$ cat config.mk
export PLATFORM = sky130hd
export DESIGN_NAME = time_keeper
export DESIGN_NICKNAME = d
export VERILOG_FILES = /design/src/rtl/time_keeper.sv
export SDC_FILE = /design/constraint.sdc
export NUM_CORES = 1
export LEC_CHECK = 0
export BUFFER_PORTS_ARGS = -buffer_cell sky130_fd_sc_hd__buf_4
export CORE_AREA = 2 2 85 87
export DETAILED_ROUTE_END_ITERATION = 10
export DIE_AREA = 0 0 87 89
export SYNTH_ARGS = -nofsm -noshare
export SYNTH_HDL_FRONTEND = slang
export SYNTH_SLANG_ARGS = --single-unit
$ cat constraint.sdc
create_clock -name clk -period 4 [get_ports clk]
set_input_delay 0.8 -clock clk [delete_from_list [all_inputs] [get_ports clk]]
set_output_delay 0.8 -clock clk [all_outputs]
set_load 0.01 [all_outputs]
$ cat src/rtl/time_keeper.sv
// time_keeper: packed-BCD hh:mm:ss timekeeper advanced by an asynchronous 1 Hz tick.
// The tick is synchronised, then edge-detected. Clear, load and tick are arbitrated
// per cycle with that priority. The optional alarm is compiled in only when the
// macro TIME_KEEPER_ALARM_EN is defined. Otherwise the alarm ports remain and
// alarm is tied low.
module time_keeper #(
    parameter int SYNC_STAGES = 2
) (
    input  logic       clk,
    input  logic       rst_n,
    input  logic       tick_in,
    input  logic       run,
    input  logic       clear,
    input  logic       load,
    input  logic [7:0] set_hh,
    input  logic [7:0] set_mm,
    input  logic [7:0] set_ss,
    input  logic [7:0] alarm_hh,
    input  logic [7:0] alarm_mm,
    input  logic       alarm_on,
    input  logic       alarm_ack,
    output logic [7:0] hh,
    output logic [7:0] mm,
    output logic [7:0] ss,
    output logic       sec_pulse,
    output logic       day_pulse,
    output logic       set_err,
    output logic       alarm
);

    // Each function returns the next digit pair, with the carry-out in bit 8.
    // The units digit rolls 9 -> 0 and the tens digit rolls 5 -> 0.
    function automatic logic [8:0] inc_base60(input logic [7:0] v);
        logic [8:0] r;
        if (v[3:0] != 4'd9) begin
            r = {1'b0, v[7:4], v[3:0] + 4'd1};
        end else if (v[7:4] != 4'd5) begin
            r = {1'b0, v[7:4] + 4'd1, 4'd0};
        end else begin
            r = {1'b1, 8'h00};
        end
        return r;
    endfunction

    // Hours wrap 23 -> 00. Otherwise they follow the plain decimal carry.
    function automatic logic [8:0] inc_hours(input logic [7:0] v);
        logic [8:0] r;
        if (v == 8'h23) begin
            r = {1'b1, 8'h00};
        end else if (v[3:0] != 4'd9) begin
            r = {1'b0, v[7:4], v[3:0] + 4'd1};
        end else begin
            r = {1'b0, v[7:4] + 4'd1, 4'd0};
        end
        return r;
    endfunction

    logic [SYNC_STAGES-1:0] r_sync;
    logic                   r_edge;
    logic                   w_tick_rise;
    logic                   w_inc;
    logic                   w_set_ok;

    logic [7:0] r_hh;
    logic [7:0] r_mm;
    logic [7:0] r_ss;
    logic       r_sec;
    logic       r_day;
    logic       r_err;

    logic [8:0] w_ss_inc;
    logic [8:0] w_mm_inc;
    logic [8:0] w_hh_inc;
    logic [7:0] w_hh_next;
    logic [7:0] w_mm_next;
    logic [7:0] w_ss_next;
    logic       w_day_next;
    logic       w_err_next;

    // The synchroniser and edge flops track tick_in regardless of run.
    // As a result, a tick that arrives while time is held is dropped.
    always_ff @(posedge clk or negedge rst_n) begin
        if (!rst_n) begin
            r_sync <= '0;
            r_edge <= 1'b0;
        end else begin
            r_sync <= {r_sync[SYNC_STAGES-2:0], tick_in};
            r_edge <= r_sync[SYNC_STAGES-1];
        end
    end

    assign w_tick_rise = r_sync[SYNC_STAGES-1] & ~r_edge;

    // A tick counts only when run is high and neither clear nor load claims the cycle.
    assign w_inc = w_tick_rise & run & ~clear & ~load;

    // A load is accepted only when every digit is in range and the hour is at most 23.
    assign w_set_ok = (set_ss[3:0] <= 4'd9) && (set_ss[7:4] <= 4'd5) &&
                      (set_mm[3:0] <= 4'd9) && (set_mm[7:4] <= 4'd5) &&
                      (set_hh[3:0] <= 4'd9) && (set_hh <= 8'h23);

    assign w_ss_inc = inc_base60(r_ss);
    assign w_mm_inc = inc_base60(r_mm);
    assign w_hh_inc = inc_hours(r_hh);

    // Next-time arbitration: clear beats load, and load beats tick.
    always_comb begin
        w_hh_next  = r_hh;
        w_mm_next  = r_mm;
        w_ss_next  = r_ss;
        w_day_next = 1'b0;
        w_err_next = 1'b0;
        if (clear) begin
            w_hh_next = 8'h00;
            w_mm_next = 8'h00;
            w_ss_next = 8'h00;
        end else if (load) begin
            if (w_set_ok) begin
                w_hh_next = set_hh;
                w_mm_next = set_mm;
                w_ss_next = set_ss;
            end else begin
                w_err_next = 1'b1;
            end
        end else if (w_inc) begin
            w_ss_next = w_ss_inc[7:0];
            if (w_ss_inc[8]) begin
                w_mm_next = w_mm_inc[7:0];
                if (w_mm_inc[8]) begin
                    w_hh_next  = w_hh_inc[7:0];
                    w_day_next = w_hh_inc[8];
                end
            end
        end
    end

    // Register the time and the single-cycle strobes so that every output is registered.
    always_ff @(posedge clk or negedge rst_n) begin
        if (!rst_n) begin
            r_hh  <= 8'h00;
            r_mm  <= 8'h00;
            r_ss  <= 8'h00;
            r_sec <= 1'b0;
            r_day <= 1'b0;
            r_err <= 1'b0;
        end else begin
            r_hh  <= w_hh_next;
            r_mm  <= w_mm_next;
            r_ss  <= w_ss_next;
            r_sec <= w_inc;
            r_day <= w_day_next;
            r_err <= w_err_next;
        end
    end

    assign hh        = r_hh;
    assign mm        = r_mm;
    assign ss        = r_ss;
    assign sec_pulse = r_sec;
    assign day_pulse = r_day;
    assign set_err   = r_err;

`ifdef TIME_KEEPER_ALARM_EN
    logic r_alarm;
    logic w_alarm_set;
    logic w_alarm_clr;

    // Only a counted increment can arm the alarm. A load that lands on the alarm time does not.
    assign w_alarm_set = w_inc & alarm_on & (w_hh_next == alarm_hh) &
                         (w_mm_next == alarm_mm) & (w_ss_next == 8'h00);

    // A change of minute matters only once the alarm is already ringing.
    // Otherwise the minute rollover that arms the alarm would also clear it.
    assign w_alarm_clr = alarm_ack | ~alarm_on | (r_alarm & (w_mm_next != r_mm));

    // Alarm latch: clear takes precedence over set.
    always_ff @(posedge clk or negedge rst_n) begin
        if (!rst_n) begin
            r_alarm <= 1'b0;
        end else if (w_alarm_clr) begin
            r_alarm <= 1'b0;
        end else if (w_alarm_set) begin
            r_alarm <= 1'b1;
        end
    end

    assign alarm = r_alarm;
`else
    logic w_unused_alarm;

    assign w_unused_alarm = ^{alarm_hh, alarm_mm, alarm_on, alarm_ack};
    assign alarm          = 1'b0;
`endif

endmodule

==> results.md <==
- Outcome: complete, no violations
- Syn Area/Cell: 8.927 sq um
- Clock Sinks: 30
- Worst setup EP type: flip-flop
- GR Util met2: 0.2325
- Area Growth Syn to Fin: 28.91%
- Max-cap violation count: 0
- RSZ-0062 raised after global routing: false
- Via density: 5.398
- Place WS: 1.266 ns
- Number of nets in the layout: 334
- Number of synthesized flops with an enable pin: 0
- Rel. slew slack: 0.5792
- Top-count cell post-synth: dfrtp_1
- Fin util: 0.3803
- Ys async rst share: 1.000
- CP max-delay cell: o21bai_1
- Cell Area, Synth: 1982 sq um
- Ant diodes: 0
- I/O pin count: 76
- DIE AREA: 7743 sq um
- Min-Delay Path Class: flip-flop to flip-flop
- H-tree Lvls: 2
- Num CTS Buffers: 5
- Post-synth cell types: 49
- DRC errors left: 0
- Post-Syn Instances: 222
- Setup slack after layout: 1.507 ns
- Chip width: 87 um
- Vias: 1927
- Grt peak-use layer: met2
- Grt total ovfl: 0
- # resized after CTS: 0
- First-pass GRT wire length: 9246 um
- Fraction of layout cells with a size suffix above 1: 0.2960
- Total track usage: 0.1518
- Leak pwr: 1.144 nW
- PwrDens: 296.3 nW/um^2
- Post-route clock period utilization: 0.6234
- Final Max Slew Viols: 0
- Max Fclk: 401.1 MHz
- CTS tree: done
- DRT Pass-1 Iters: 4
- Total negative setup slack: 0 ns
- Post-synth top area share: 0.3788
- Met1 usage: 0.2154
- Iter 0 DRT Violations: 157
- Final setup viols: 0
- Worst ir drop on vdd: 0.0001351 V
- Antenna viol nets, final: 0
- Placement row count: 30
- Clock skew: 0.005226 ns
- Syn nets: 278
- Worst-Skew Late Latency: 0.28 ns
- Critical Path Source Type: primary input
- Area leader, netlist: dfrtp_1
- Vias in the first global route: 1814
- Core area: 6719 sq um
- Critical Path RT: 4.16 ns
- Syn. warnings: 0
- Design Power: 0.7571 mW
- Synth area leaders: dfrtp_1 (38%), ha_1 (5.1%), mux2_2 (4.5%)
- Avg WL per Cell: 15.81 um
- Final Critical Period: 2.493 ns
- Max clock buf depth: 2
- Die Span Y: 89 um
- Dominant synthesized flop cell: dfrtp_1
- WS Path Type: primary input to flip-flop
- Sequential area share after synthesis: 0.3788
- Largest net degree at the start of global routing: 41
- Worst slew pin tran: 0.6299 ns
- Initial core utilization: 0.2950
- CP peak stage delay: 0.55 ns
- Root buf cell: clkbuf_8
- Endpoints failing hold: 0
- Initial antenna violation count: 0
- WL final: 5645 um
- Final GP Congestion: 0.7763
- CP Cell Sequence: buf_4 > nor4_1 > nand4_1 > o21bai_1 > o21ai_1 > mux2_2
- Post-CTS setup buffers: 0
- GRT met3 Usage: 0.03601
- PortBufs: 56
- CTS Hold Buffers Added: 0
- DPL Wire Length: 4220 um
- Crit-path max FO: 7
- Top cells by count, synth: dfrtp_1 (30), nor2_1 (22), a21oi_1 (15), o21ai_0 (15), nand2_1 (13)
- #FFs+latches synth: 30
- Crit path DAT: 2.66 ns
- Clock-pin slew on the worst setup and hold paths: 0.06 ns
-- final cells by class --
class	count	area, sq um
inverters	12	45.04
multi-input cells	172	1149
flip-flops and latches	30	750.7
repair buffers	57	427.9
well taps	80	100.1
clock buffers	6	82.58
fillers	697	4164
-- state kept, by name, summed over array words and instances, names as in the netlist --
signal	cells
mm	8
day_pulse	1
set_err	1
r_edge	1
r_sync	2
hh	8
sec_pulse	1
ss	8
-- power by group --
group | total, mW | internal (mW) | switching [mW]
clock network | 0.240 | 0.132 | 0.108
logic | 0.164 | 0.0820 | 0.0819
registers | 0.353 | 0.323 | 0.0298
total | 0.757 | 0.538 | 0.219
-- stage by stage --
step | cell area (sq um) | hold slack [ns] | instances
after floorplan | 1982 | 0.3312 | 222
after global placement | 2472 | 0.3412 | 351
after detailed placement | 2472 | 0.3371 | 351
after CTS | 2555 | 0.3508 | 357
after global routing | 2555 | 0.3719 | 357
final | 2555 | 0.3477 | 357
-- path summary, 6_finish.rpt --
| kind | from | cells past startpoint | endpoint | slack, ns |
|---|---|---|---|---|
| worst max-delay path | set_hh[6] | 6 | mm[4] | 1.51 |
| worst min-delay path | r_sync[0] | 0 | r_sync[1] | 0.35 |
| worst max register to register | hh[4] | 6 | hh[7] | 1.78 |
| worst min register to register | r_sync[0] | 0 | r_sync[1] | 0.35 |
| max in group asynchronous | rst_n | 1 | hh[1] | 3.26 |
| min in group asynchronous | rst_n | 1 | hh[4] | 0.45 |
-- cells in the final DEF, fill, tap and decap left out, types with 3 or more instances in the layout --
| master | instances |
|---|---|
| buf_4 | 57 |
| dfrtp_1 | 30 |
| nor2_1 | 22 |
| o21ai_0 | 15 |
| a21oi_1 | 15 |
| nand2_1 | 13 |
| inv_1 | 12 |
| nor3_1 | 10 |
| nand3_1 | 9 |
| mux2_2 | 8 |
| ha_1 | 8 |
| clkbuf_8 | 6 |
| o31ai_1 | 5 |
| and3_1 | 5 |
| a221oi_1 | 5 |
| nand3b_1 | 4 |
| or2_2 | 3 |
| nor4_1 | 3 |
| and4bb_2 | 3 |
-- critical path, delay by kind of cell --
kind / cells / cell delay [ns]
mux: 1 / 0.31
simple gates: 2 / 0.62
compound gates: 2 / 0.80
buf+inv: 1 / 0.12
-- routing by layer --
layer | up-vias | share of wire | wire length (um)
met2 | 67 | 0.46 | 2585
met3 | 7 | 0.058 | 328
met1 | 913 | 0.47 | 2659
met4 | 0 | 0.013 | 71
met5 | - | 0 | 0
li1 | 940 | - | -
-- cell families after synthesis --
group | synth area share
AO/OA/AOI/OAI | 0.2254
multiplexers | 0.04546
other | 0.001892
adder cells (fa/ha/maj) | 0.05051
XOR/XNOR | 0.01768
flip-flops | 0.3788
AND/OR/NAND/NOR | 0.2386
buffers and inverters | 0.04166
Power figures use the tool's default switching activity.
